File: src/rtl/mem_arbiter.sv
// mem_arbiter: shares one variable-latency memory port between the CPU's
// instruction-fetch port and its data (load/store) port. Data accesses win
// arbitration, but only for a bounded run while fetch is waiting, so the
// pipeline can always fetch. Each access is a req/ack handshake with a
// watchdog that aborts a stuck access and flags a bus error.
module mem_arbiter #(
  parameter int ADDR_W    = 32,
  parameter int DATA_W    = 32,
  parameter int MAX_D_RUN = 4,
  parameter int TIMEOUT   = 16
) (
  input  logic              clk,
  input  logic              reset,
  // instruction-fetch requester
  input  logic              if_req,
  input  logic [ADDR_W-1:0] if_addr,
  output logic [DATA_W-1:0] if_rdata,
  output logic              if_ready,
  // data requester
  input  logic              d_req,
  input  logic              d_we,
  input  logic [ADDR_W-1:0] d_addr,
  input  logic [DATA_W-1:0] d_wdata,
  output logic [DATA_W-1:0] d_rdata,
  output logic              d_ready,
  // memory side
  output logic              m_req,
  output logic              m_we,
  output logic [ADDR_W-1:0] m_addr,
  output logic [DATA_W-1:0] m_wdata,
  input  logic [DATA_W-1:0] m_rdata,
  input  logic              m_ack,
  // status
  output logic              bus_err,
  output logic              stall_if,
  output logic              stall_data
);

  localparam int RUN_W  = $clog2(MAX_D_RUN + 1);
  localparam int WAIT_W = $clog2(TIMEOUT + 1);

  // Run limit and last legal wait cycle, pre-sized to their counters.
  localparam logic [RUN_W-1:0]  RUN_MAX   = RUN_W'(MAX_D_RUN);
  localparam logic [WAIT_W-1:0] WAIT_LAST = WAIT_W'(TIMEOUT - 1);

  typedef enum logic [1:0] {
    IDLE    = 2'd0,
    BUSY_IF = 2'd1,
    BUSY_D  = 2'd2
  } state_t;

  state_t              state_q,    state_d;
  logic [RUN_W-1:0]    run_cnt_q,  run_cnt_d;
  logic [WAIT_W-1:0]   wait_cnt_q, wait_cnt_d;
  logic                m_req_q,    m_req_d;
  logic                m_we_q,     m_we_d;
  logic [ADDR_W-1:0]   m_addr_q,   m_addr_d;
  logic [DATA_W-1:0]   m_wdata_q,  m_wdata_d;
  logic [DATA_W-1:0]   if_rdata_q, if_rdata_d;
  logic [DATA_W-1:0]   d_rdata_q,  d_rdata_d;
  logic                if_ready_q, if_ready_d;
  logic                d_ready_q,  d_ready_d;
  logic                bus_err_q,  bus_err_d;

  // Data may take the port unless fetch is waiting and the data run is used up.
  logic d_grant;
  // The cycle in which a silent memory has exhausted its allowed wait.
  logic timeout_hit;
  // A completed (acked) or aborted access, either way the owner gets ready.
  logic access_done;
  // Memory is word addressed; byte offsets are dropped on purpose.
  logic unused_byte_offsets;

  assign d_grant             = d_req & (~if_req | (run_cnt_q < RUN_MAX));
  assign timeout_hit         = (wait_cnt_q == WAIT_LAST);
  assign access_done         = m_ack | timeout_hit;
  assign unused_byte_offsets = ^{if_addr[1:0], d_addr[1:0]};

  // Arbitration, handshake sequencing and result capture.
  always_comb begin
    state_d    = state_q;
    run_cnt_d  = run_cnt_q;
    wait_cnt_d = wait_cnt_q;
    m_req_d    = m_req_q;
    m_we_d     = m_we_q;
    m_addr_d   = m_addr_q;
    m_wdata_d  = m_wdata_q;
    if_rdata_d = if_rdata_q;
    d_rdata_d  = d_rdata_q;
    if_ready_d = 1'b0;
    d_ready_d  = 1'b0;
    bus_err_d  = 1'b0;

    case (state_q)
      IDLE: begin
        if (d_grant) begin
          state_d    = BUSY_D;
          // Only runs taken while fetch waits count towards the limit.
          if (if_req) begin
            run_cnt_d = (run_cnt_q == RUN_MAX) ? RUN_MAX
                                               : run_cnt_q + RUN_W'(1);
          end else begin
            run_cnt_d = '0;
          end
          wait_cnt_d = '0;
          m_req_d    = 1'b1;
          m_we_d     = d_we;
          m_addr_d   = {d_addr[ADDR_W-1:2], 2'b00};
          m_wdata_d  = d_wdata;
        end else if (if_req) begin
          state_d    = BUSY_IF;
          run_cnt_d  = '0;
          wait_cnt_d = '0;
          m_req_d    = 1'b1;
          m_we_d     = 1'b0;
          m_addr_d   = {if_addr[ADDR_W-1:2], 2'b00};
          m_wdata_d  = d_wdata;
        end else begin
          run_cnt_d  = '0;
        end
      end

      BUSY_IF, BUSY_D: begin
        if (access_done) begin
          // An ack on the final wait cycle still wins over the abort.
          state_d    = IDLE;
          m_req_d    = 1'b0;
          wait_cnt_d = '0;
          bus_err_d  = ~m_ack;
          if (state_q == BUSY_D) begin
            d_ready_d = 1'b1;
            if (!m_we_q) begin
              d_rdata_d = m_ack ? m_rdata : '0;
            end
          end else begin
            if_ready_d = 1'b1;
            if_rdata_d = m_ack ? m_rdata : '0;
          end
        end else begin
          wait_cnt_d = wait_cnt_q + WAIT_W'(1);
        end
      end

      default: begin
        state_d = IDLE;
        m_req_d = 1'b0;
      end
    endcase
  end

  // State and output registers; reset kills any access in flight at once.
  always_ff @(posedge clk or negedge reset) begin
    if (!reset) begin
      state_q    <= IDLE;
      run_cnt_q  <= '0;
      wait_cnt_q <= '0;
      m_req_q    <= 1'b0;
      m_we_q     <= 1'b0;
      m_addr_q   <= '0;
      m_wdata_q  <= '0;
      if_rdata_q <= '0;
      d_rdata_q  <= '0;
      if_ready_q <= 1'b0;
      d_ready_q  <= 1'b0;
      bus_err_q  <= 1'b0;
    end else begin
      state_q    <= state_d;
      run_cnt_q  <= run_cnt_d;
      wait_cnt_q <= wait_cnt_d;
      m_req_q    <= m_req_d;
      m_we_q     <= m_we_d;
      m_addr_q   <= m_addr_d;
      m_wdata_q  <= m_wdata_d;
      if_rdata_q <= if_rdata_d;
      d_rdata_q  <= d_rdata_d;
      if_ready_q <= if_ready_d;
      d_ready_q  <= d_ready_d;
      bus_err_q  <= bus_err_d;
    end
  end

  assign m_req    = m_req_q;
  assign m_we     = m_we_q;
  assign m_addr   = m_addr_q;
  assign m_wdata  = m_wdata_q;
  assign if_rdata = if_rdata_q;
  assign d_rdata  = d_rdata_q;
  assign if_ready = if_ready_q;
  assign d_ready  = d_ready_q;
  assign bus_err  = bus_err_q;

  // Pipeline freezes for as long as a request is held and not yet answered.
  assign stall_if   = if_req & ~if_ready_q;
  assign stall_data = d_req & ~d_ready_q;

endmodule

File: config.mk
export PLATFORM = sky130hd
export DESIGN_NAME = mem_arbiter
export DESIGN_NICKNAME = d
export VERILOG_FILES = /design/src/rtl/mem_arbiter.sv
export SDC_FILE = /design/constraint.sdc
export NUM_CORES = 1
export LEC_CHECK = 0
export ABC_AREA = 1
export BUFFER_PORTS_ARGS = -buffer_cell sky130_fd_sc_hd__buf_4
export CORE_ASPECT_RATIO = 0.8
export CORE_UTILIZATION = 47
export CTS_BUF_LIST = sky130_fd_sc_hd__clkbuf_16
export CTS_CLUSTER_DIAMETER = 50
export DETAILED_ROUTE_END_ITERATION = 8
export GPL_ROUTABILITY_DRIVEN = 1
export PLACE_DENSITY = 0.87
export SYNTH_ARGS = -nofsm -noshare
export SYNTH_HDL_FRONTEND = slang
export SYNTH_SLANG_ARGS = --single-unit
File: constraint.sdc
create_clock -name clk -period 2.4 [get_ports clk]
set_input_delay 0.12 -clock clk [delete_from_list [all_inputs] [get_ports clk]]
set_output_delay 0.12 -clock clk [all_outputs]
set_load 0.02 [all_outputs]
## Yosys cells after proc, flatten, opt, wreduce, memory -nomap -nowiden

Index checks and enable logic that the tools add are counted.

- Flip-flop bits (word level): 143
- Input port bits: 134
- Output and inout bits: 135
- Word-level logic and storage cells: 71

- Add/subtract/negate cells: 2
- $lt $le $gt $ge: 1
- Equal/unequal tests: 6
- Muxes and demuxes: 30
- Bitwise gates (word level): 11
- Reduce and logical (&&, ||, !) cells: 9

Operator list:

| operator | count |
|---|---|
| 2-to-1 mux 32 bit | 5 |
| 2-to-1 mux 5 bit | 3 |
| 2-to-1 mux 1 bit | 13 |
| one-hot mux 5 bit (2 select lines) | 1 |
| 2-to-1 mux 3 bit | 3 |
| 2-to-1 mux 2 bit | 3 |
| NOT 1 bit | 6 |
| AND reduction 2 bit | 3 |
| adder 5 x 1 -> 5 bit, second input constant | 1 |
| equality test 5 x 4 -> 1 bit, second input constant | 1 |
| one-hot mux 2 bit (2 select lines) | 1 |
| AND reduction 4 bit | 1 |
| nonzero test 2 bit | 2 |
| adder 3 x 1 -> 3 bit, second input constant | 1 |
| bitwise AND 1 bit | 3 |
| equality test 3 bit, second input constant | 1 |
| < comparator 3 bit, second input constant | 1 |
| != test 3 bit, second input constant | 1 |
| AND reduction 3 bit | 1 |
| equality test 2 x 1 -> 1 bit, second input constant | 1 |
| equality test 2 bit, second input constant | 1 |
| zero test 2 bit | 1 |
| != test 2 bit, second input constant | 1 |
| OR 1 bit | 2 |
| other kinds (2) | 2 |

## Depth between registers and ports, before layout

Gate-level depths: netlist (run 1).

- Word-level depth: 5
- Mapped depth: 11
- Gate-level depth less buffers: 9

## Least setup slack after synthesis (run 1)

Ideal clock, no wire load.

- Path kind: register to register
- From: reg wait_cnt_q[0]
- To: reg if_rdata_q[22], in the netlist if_rdata[22]
- Arrival: 1.574 ns
- Setup slack: 0.700 ns
- Stages on the path, launching flop included: 11
- Buffers on the path: 2
- Clock period less this slack: 1.700 ns
- Path through: dfrtp_1 > ha_1 > nand2_1 > nor2_1 > ha_1 > nor2_2 > inv_2 > nand3_1 > buf_4 > clkbuf_2 > o21ai_0

- Longest elaborated chain between the ends: 3

Ends and longest elaborated chain:

| what | line | text |
|---|---|---|
| from (decl) | 54 | `logic [WAIT_W-1:0] wait_cnt_q, wait_cnt_d;` |
| from (signal assigned) | 169 | `wait_cnt_q <= wait_cnt_d;` |
| equality test 5 x 4 -> 1 bit | 75 | `assign timeout_hit = (wait_cnt_q == WAIT_LAST);` |
| OR 1 bit | 76 | `assign access_done = m_ack \| timeout_hit;` |
| AND reduction 3 bit (no source line) | - |  |
| to (signal assigned) | 174 | `if_rdata_q <= if_rdata_d;` |
| to (decl) | 59 | `logic [DATA_W-1:0] if_rdata_q, if_rdata_d;` |

Every way passes these cells.
A chain may end at the register's enable or synchronous reset.

## Worst setup path in the final report (run 1)

- From: reg run_cnt_q[2]
- To: reg m_wdata_q[29], in the netlist m_wdata[29]

- Longest elaborated chain between the ends: 5
- Elaborated cells between the ends (all ways): 6
- Classes of those cells: 1 x order compare; 1 x mux; 2 x bitwise; 2 x reduce/logical

Ends and longest elaborated chain:

| what | line | text |
|---|---|---|
| from (decl) | 53 | `logic [RUN_W-1:0] run_cnt_q, run_cnt_d;` |
| from (signal assigned) | 168 | `run_cnt_q <= run_cnt_d;` |
| < comparator 3 bit * | 74 | `assign d_grant = d_req & (~if_req \| (run_cnt_q < RUN_MAX));` |
| OR 1 bit * | 74 |  |
| bitwise AND 1 bit * | 74 |  |
| nonzero test 2 bit (no source line) | - |  |
| AND reduction 2 bit (no source line) | - |  |
| to (signal assigned) | 173 | `m_wdata_q <= m_wdata_d;` |
| to (decl) | 58 | `logic [DATA_W-1:0] m_wdata_q, m_wdata_d;` |

Every way passes the cells marked *; elsewhere a longest branch is shown, timed or not.

==> results by group, run 1 <==
Outcome
  • Status: complete, no violations

STA
  • Min cycle time layout: between 1500 and 2000 ps
  • Slew Viols, Final: 0
  • Fin. Hold Viols: 0
  • RSZ-0062 raised after global routing: false
  • Worst slew margin relative to its limit: 56.5%
  • Skew final: 11.0 ps
  • Fmax: 520 MHz
  • Setup TNS: 0 ps
  • Crit share post-route: about four fifths
  • Actual slew at the worst max-slew pin: between 600 and 700 ps
  • Final number of setup-violating endpoints: 0

Clock tree
  • Cts bufs inserted: 17
  • Clock sink total: 141
  • Max clock buf depth: 2
  • CTS H-tree depth: 4
  • CTS tree: yes
  • Post_cts resized: 0
  • Clock root buffer: clkbuf_16
  • Clock transition at path regs: 60 ps
  • Skew-Pair Late Insertion Delay: 420 ps

Global route
  • All-layer global routing usage: 28.7%
  • Initial antenna violation count: 0
  • First-pass GRT wire length: 28600 um
  • Largest net degree at the start of global routing: 66
  • Total congestion overflow: 0
  • Number of global-route vias before repair: 5705

Critical path
  • Worst setup SP type: register
  • Crit Path Class: register to register
  • R2R Setup Slk: 480 ps
  • Slowest CP cell: buf_4
  • Crit Path Max Fanout: 62
  • Crit-path most repeated cell: nand2_1
  • RR Endpoint: m_wdata[29]$_DFFE_PN0P_
  • Critical R2R Launch: run_cnt_q[2]$_DFFE_PN0P_
  • Worst Path Arrival: 2260 ps
  • Reg2Reg Depth: 7
  • Worst Path Required: ~2700 ps
  • CP cell instances: nand2_2, nand2_4, nand2_1, nand2_2, buf_4, nand2_1, nand2_1
  • Crit. End Element: register
  • CP peak stage delay: 530 ps

Cells and area
  • Reg area: 0.00353 mm^2
  • Area occupied by multi-input gates: between 0.002 and 0.0025 mm^2
  • Final nets: 1158
  • Share of layout cells above drive strength 1: 30.2%
  • Filler cells: 854
  • Cell area after layout: 0.00922 mm^2
  • Non-filler instance count after layout: 1201
  • Area delta synth->final: 55.2%
  • Number of diodes: 0

Route
  • Routed WL per cell: roughly 16 um
  • DRT Pass-1 Iters: 5
  • WL final: 18900 um
  • Vias/cell: between 4 and 5
  • ANT nets after route: 0
  • Vias: 6000
  • # DRC: 0
  • Initial drt markers: around 410

Pwr
  • Combinational power share: 44.8%
  • Clock power share: about 22%
  • VDD IR-drop max: approximately 0.63 mV
  • Switch Pwr: 4.96 mW
  • Internal: 7.03 mW
  • LEAKAGE: between 5 and 6 nW
  • Sequential Power Share: about a third
  • PwrDens: 1300 mW/mm^2
  • Net Sw Frac: 41.4%

Run
  • Max_cap viols: 0

Die
  • Die height: 103 um
  • Core Footprint: 0.0123 mm^2
  • Rows: 36
  • Starting Density: 48.5%
  • DIE AREA: ~0.013 mm^2
  • IO Pins: between 200 and 300
  • Die Wd: 128 um

Synthesis
  • Top-area cell type share of the netlist area: between 50% and 60%
  • Synth Area per Inst: 8.41 um^2
  • Cell variety after synth: 21
  • Yosys warning count: 0
  • Yosys reg bits: ~140
  • Synthesized instance count: roughly 710
  • Synth area leader: dfrtp_1
  • Post-synthesis sequential area ratio: 59.4%
  • Post-synthesis cell area: 0.00594 mm^2
  • Ranking of synthesized cells by area: dfrtp_1 59%, nand2_1 24%, o21ai_0 5.6%

Place
  • Placed inst area: 0.00802 mm^2
  • Number of I/O port buffers: between 200 and 300
  • Detailed Place HPWL: 11400 um
  • DP Cell Count: 1108
  • GP Congestion: around 0.85

Worst hold path
  • Worst hold start: m_rdata[22]
  • Hold Path End: if_rdata[22]$_DFFE_PN0P_
  • Number of cells on the worst hold path: 3
  • HP Class: input port to register
synthesized netlist by cell type, drive strengths merged:
| library cell | number |
|---|---|
| inv | 17 |
| buf | 29 |
| nand4 | 2 |
| nor2 | 8 |
| ha | 7 |
| nand3 | 40 |
| dfrtp | 141 |
| o21ai | 67 |
| nand3b | 2 |
| a21oi | 1 |
| conb | 1 |
| nand2 | 379 |
| clkbuf | 12 |
cell usage in the layout, fill, tap and decap left out, types with 2 or more instances in the layout:
cell type      netlist  final
nand2_2              2      2
inv_2                3      3
clkinvlp_4           0      4
nand3_1             39     38
ha_1                 7      7
nand3b_1             2      2
dlygate4sd3_1        0     61
nor2_1               7      7
clkbuf_16            0     17
inv_1               14     15
nand3_2              1      2
nand4_1              2      2
conb_1               1      2
buf_12               0      2
buf_4                6    268
o21ai_0             67     67
bufinv_16            0      2
dfrtp_1            141    141
inv_6                0      4
clkinv_4             0      2
nand2_1            376    376
power groups by stage:
| stage | registers (mW) | clock network (mW) | logic [mW] |
|---|---|---|---|
| 2_1_floorplan | 5.19 | 0 | 1.64 |
| 3_3_place_gp | 3.96 | 0 | 5.09 |
| 3_5_place_dp | 4.00 | 0 | 5.20 |
| 4_1_cts | 3.99 | 2.62 | 5.31 |
| 5_1_grt | 4.14 | 2.75 | 5.80 |
| 6_report | 4.03 | 2.59 | 5.37 |
cell type report:
class	instances	area share, %
clock buffers	17	4.61
well taps	171	2.32
clock inverters	15	1.75
multi-input cells	508	23.3
inverters	17	0.692
flip-flops and latches	141	38.3
repair buffers	332	29.0
kinds of logic (layout without fill, tap and decap cells):
| logic type | count (synthesis) | after routing | share of synthesized area [%] |
|---|---|---|---|
| fa+ha+maj | 7 | 7 | 1.47 |
| buf+inv | 58 | 381 | 4.51 |
| compound gates | 68 | 68 | 5.92 |
| other cells | 1 | 2 | 0.0631 |
| flops | 141 | 141 | 59.4 |
| simple gates | 431 | 431 | 28.6 |
critical path: cells and delay by family, from the launching register on:
kind	cells	cell delay, ps
buffers and inverters	1	530
flip-flops	1	390
AND/OR/NAND/NOR	6	900
worst max path at each step:
stage | end | start | slack [ps] | cells past startpoint
after CTS | d_rdata[5]$_DFFE_PN0P_ | wait_cnt_q[0]$_DFFE_PN0P_ | 510 | 10
after detailed placement | d_rdata[7]$_DFFE_PN0P_ | wait_cnt_q[0]$_DFFE_PN0P_ | 560 | 9
after floorplan | if_rdata[22]$_DFFE_PN0P_ | wait_cnt_q[0]$_DFFE_PN0P_ | 700 | 10
final | m_wdata[29]$_DFFE_PN0P_ | run_cnt_q[2]$_DFFE_PN0P_ | 480 | 7
after global placement | if_rdata[18]$_DFFE_PN0P_ | wait_cnt_q[0]$_DFFE_PN0P_ | 630 | 9
after global routing | if_rdata[10]$_DFFE_PN0P_ | wait_cnt_q[0]$_DFFE_PN0P_ | 350 | 10
metrics by stage:
step	setup WS (ps)	hold WS, ps	total power [mW]	utilization (%)
global placement	630	132	9.05	65.5
CTS	508	0.387	11.9	75.2
finish	478	1.00	12.0	75.2
global route	354	0.975	12.7	75.2
detailed placement	559	134	9.21	65.5
floorplan	700	-176	6.83	-
registers in the layout, indices dropped and copies added (netlist names):
signal      count
m_we            1
wait_cnt_q      5
run_cnt_q       3
state_q         2
m_addr         30
if_ready        1
m_wdata        32
bus_err         1
if_rdata       32
m_req           1
d_rdata        32
d_ready         1
routing by layer:
layer  wire (um)  share of wire [%]  track usage (%)
met5           0                  0                0
met4         927                4.9             18.2
met3        1130                6.0             7.27
met2        9430                 50             48.5
met1        7430                 39             33.5
timing repair:
item	4_1_cts	5_1_grt
endpoints found under the hold margin	123	0
hold buffers	61	0
setup buffers	0	0
No activity file was read; power rests on OpenSTA's default activity.
==> run 2: changes to the inputs <==
--- a/config.mk
+++ b/config.mk
@@ -8,12 +8,12 @@
 export ABC_AREA = 1
 export BUFFER_PORTS_ARGS = -buffer_cell sky130_fd_sc_hd__buf_4
 export CORE_ASPECT_RATIO = 0.8
-export CORE_UTILIZATION = 47
+export CORE_UTILIZATION = 43
 export CTS_BUF_LIST = sky130_fd_sc_hd__clkbuf_16
 export CTS_CLUSTER_DIAMETER = 50
 export DETAILED_ROUTE_END_ITERATION = 8
 export GPL_ROUTABILITY_DRIVEN = 1
-export PLACE_DENSITY = 0.87
+export PLACE_DENSITY = 0.84
 export SYNTH_ARGS = -nofsm -noshare
 export SYNTH_HDL_FRONTEND = slang
 export SYNTH_SLANG_ARGS = --single-unit
==> constraint.sdc (replaced) <==
create_clock -name clk -period 1.65 [get_ports clk]
set_input_delay 0.0825 -clock clk [delete_from_list [all_inputs] [get_ports clk]]
set_output_delay 0.0825 -clock clk [all_outputs]
set_load 0.02 [all_outputs]
==> results by group, run 2 (synthesized netlist as in run 1, its figures left out) <==
Outcome
  • Status: finished with violations
  • Failing checks: negative setup slack

Route
  • DRT Pass-1 Iters: 5 (unchanged)
  • Vias: 6326 (+5.4%)
  • Initial drt markers: 440 (+6.5%)
  • Vias/cell: 4.98 (-0.29%)
  • WL final: 21000 um (+11%)
  • ANT nets after route: 0 (unchanged)
  • Routed WL per cell: 16.6 um (+5.1%)
  • # DRC: 0 (unchanged)

Die
  • Die height: 107 um (+4.5%)
  • DIE AREA: 0.0143 mm^2 (+9.1%)
  • IO Pins: 269 (unchanged)
  • Rows: 38 (+5.6%)
  • Core Footprint: 0.0135 mm^2 (+10%)
  • Die Wd: 133 um (+4.5%)
  • Starting Density: 44.0% (-4.5 points)

Critical path
  • Crit Path Max Fanout: 8 (-87%)
  • CP cell instances: ha_2, nand2_2, nor2_2, ha_2, nor2_4, inv_4, nand3_4, clkbuf_16, nand2_1, o21ai_1
  • Crit. End Element: register
  • Crit-path most repeated cell: ha_2
  • Worst Path Arrival: 2010 ps (-250 ps)
  • CP peak stage delay: 360 ps (-170 ps)
  • Crit Path Class: register to register
  • Slowest CP cell: dfrtp_1
  • Worst Path Required: 1940 ps (-800 ps)
  • Worst setup SP type: register

Clock tree
  • Skew-Pair Late Insertion Delay: 410 ps (about the same)
  • CTS H-tree depth: 4 (unchanged)
  • Clock root buffer: clkbuf_16
  • Clock transition at path regs: 60 ps (about the same)
  • CTS tree: yes
  • Cts bufs inserted: 17 (unchanged)
  • Max clock buf depth: 2 (unchanged)
  • Post-CTS Setup Inserts: 0 (unchanged)
  • Clock sink total: 141 (unchanged)

Pwr
  • LEAKAGE: 5.44 nW (+8.2%)
  • VDD IR-drop max: 1.07 mV (+68%)
  • Net Sw Frac: 40.7% (-0.73 points)
  • Switch Pwr: 7.73 mW (+56%)
  • PwrDens: 1850 mW/mm^2 (+42%)
  • Internal: 11.3 mW (+61%)
  • Combinational power share: 47.6% (+2.8 points)
  • Clock power share: 21.0% (-0.6 points)
  • Sequential Power Share: 31.4% (-2.2 points)
  • Final Power: 19.0 mW (+59%)

Place
  • Detailed Place HPWL: 11900 um (+4.4%)
  • GP Congestion: 0.843 (-0.71%)
  • DP Cell Count: 1132 (+2.2%)
  • Place WS: -15.8 ps (-575 ps)
  • Number of I/O port buffers: 262 (unchanged)

STA
  • Crit share post-route: 104% (+24 points)
  • Fmax: 582 MHz (+12%)
  • Fin. Hold Viols: 0 (unchanged)
  • Slew Viols, Final: 0 (unchanged)
  • Min cycle time layout: 1720 ps (-202 ps)
  • Final number of setup-violating endpoints: 35 (+35)
  • Skew final: 14.3 ps (+3.31 ps)
  • RSZ-0062 raised after global routing: true
  • Final worst slack: -69.3 ps (-548 ps)

Cells and area
  • Final nets: 1219 (+5.3%)
  • Number of diodes: 0 (unchanged)
  • Area delta synth->final: 72.8%
  • Share of layout cells above drive strength 1: 36.9% (+6.7 points)
  • Most frequent cells in the layout: 334 x nand2_1, 276 x buf_4, 141 x dfrtp_1, 99 x dlygate4sd3_1
  • Non-filler instance count after layout: 1270 (+5.7%)
  • Most common cell after layout, fill and taps aside: nand2_1

Global route
  • Total congestion overflow: 0 (unchanged)
  • First-pass GRT wire length: 30100 um (+5.3%)
  • Largest net degree at the start of global routing: 64 (-3.0%)
  • Number of global-route vias before repair: 6182 (+8.4%)
  • All-layer global routing usage: 27.2% (-1.5 points)
  • Initial antenna violation count: 0 (unchanged)

Run
  • Max_cap viols: 0 (unchanged)

Worst hold path
  • HP Class: input port to register
## run 2: power groups by stage
stage / Sequential, mW / Clock, mW / Combinational, mW
floorplan: 7.55 / 0 / 2.42
detailed placement: 5.84 / 0 / 7.81
global placement: 5.79 / 0 / 7.64
global route: 6.13 / 4.20 / 9.68
CTS: 5.81 / 4.05 / 8.02
finish: 5.97 / 4.00 / 9.06
## run 2: critical path, delay by kind of cell (launching register included)
| kind | cells | cell delay [ps] |
|---|---|---|
| adder cells (fa/ha/maj) | 2 | 400 |
| buffers and inverters | 2 | 320 |
| flip-flops | 1 | 360 |
| AND/OR/NAND/NOR | 5 | 460 |
| AO/OA/AOI/OAI | 1 | 60 |
## run 2: area by class of cell
type | count | area, um^2
fillers | 855 | 3240
repair buffers | 392 | 3400
clock buffers | 17 | 425
well taps | 180 | 225
multi-input cells | 509 | 2420
inverters | 17 | 66.3
clock inverters | 14 | 193
flip-flops and latches | 141 | 3530
## run 2: what timing repair did
action / in CTS / in global routing
hold buffers: 99 / 0
cloned: 0 / 8
resized for setup: 1 / 139
endpoints found under the setup margin: 13 / 73
endpoints found under the hold margin: 230 / 0
pin swaps: 0 / 3
## run 2: routing by layer
metal  vias up  part of all wire [%]  global-route usage, %
li1       2963                     -                      -
met1      3011                    39                   31.4
met2       279                    51                   47.1
met3        73                   5.7                   6.34
met4         0                   4.1                   14.5
met5         -                     0                      0
## run 2: worst paths after layout
path,from,to,slack (ps),depth (start not counted)
setup / recovery,wait_cnt_q[0]$_DFFE_PN0P_,if_rdata[16]$_DFFE_PN0P_,-70,10
hold / removal,d_addr[31],m_addr[31]$_DFFE_PN0P_,10,5
setup reg to reg,wait_cnt_q[0]$_DFFE_PN0P_,if_rdata[16]$_DFFE_PN0P_,-70,10
hold reg to reg,m_wdata[18]$_DFFE_PN0P_,m_wdata[18]$_DFFE_PN0P_,480,2
max in group asynchronous,reset,m_addr[22]$_DFFE_PN0P_,860,3
min in group asynchronous,reset,m_wdata[11]$_DFFE_PN0P_,160,2
## run 2: stage by stage
stage	hold slack (ps)	utilization, %	area, um^2	setup TNS (ps)
floorplan	-213	-	5960	-255
detailed placement	32.2	61.0	8230	-39.9
finish	14.5	76.0	10300	-1200
CTS	0.184	72.9	9840	-168
global route	18.2	76.0	10300	-4890
global placement	28.2	61.0	8230	0
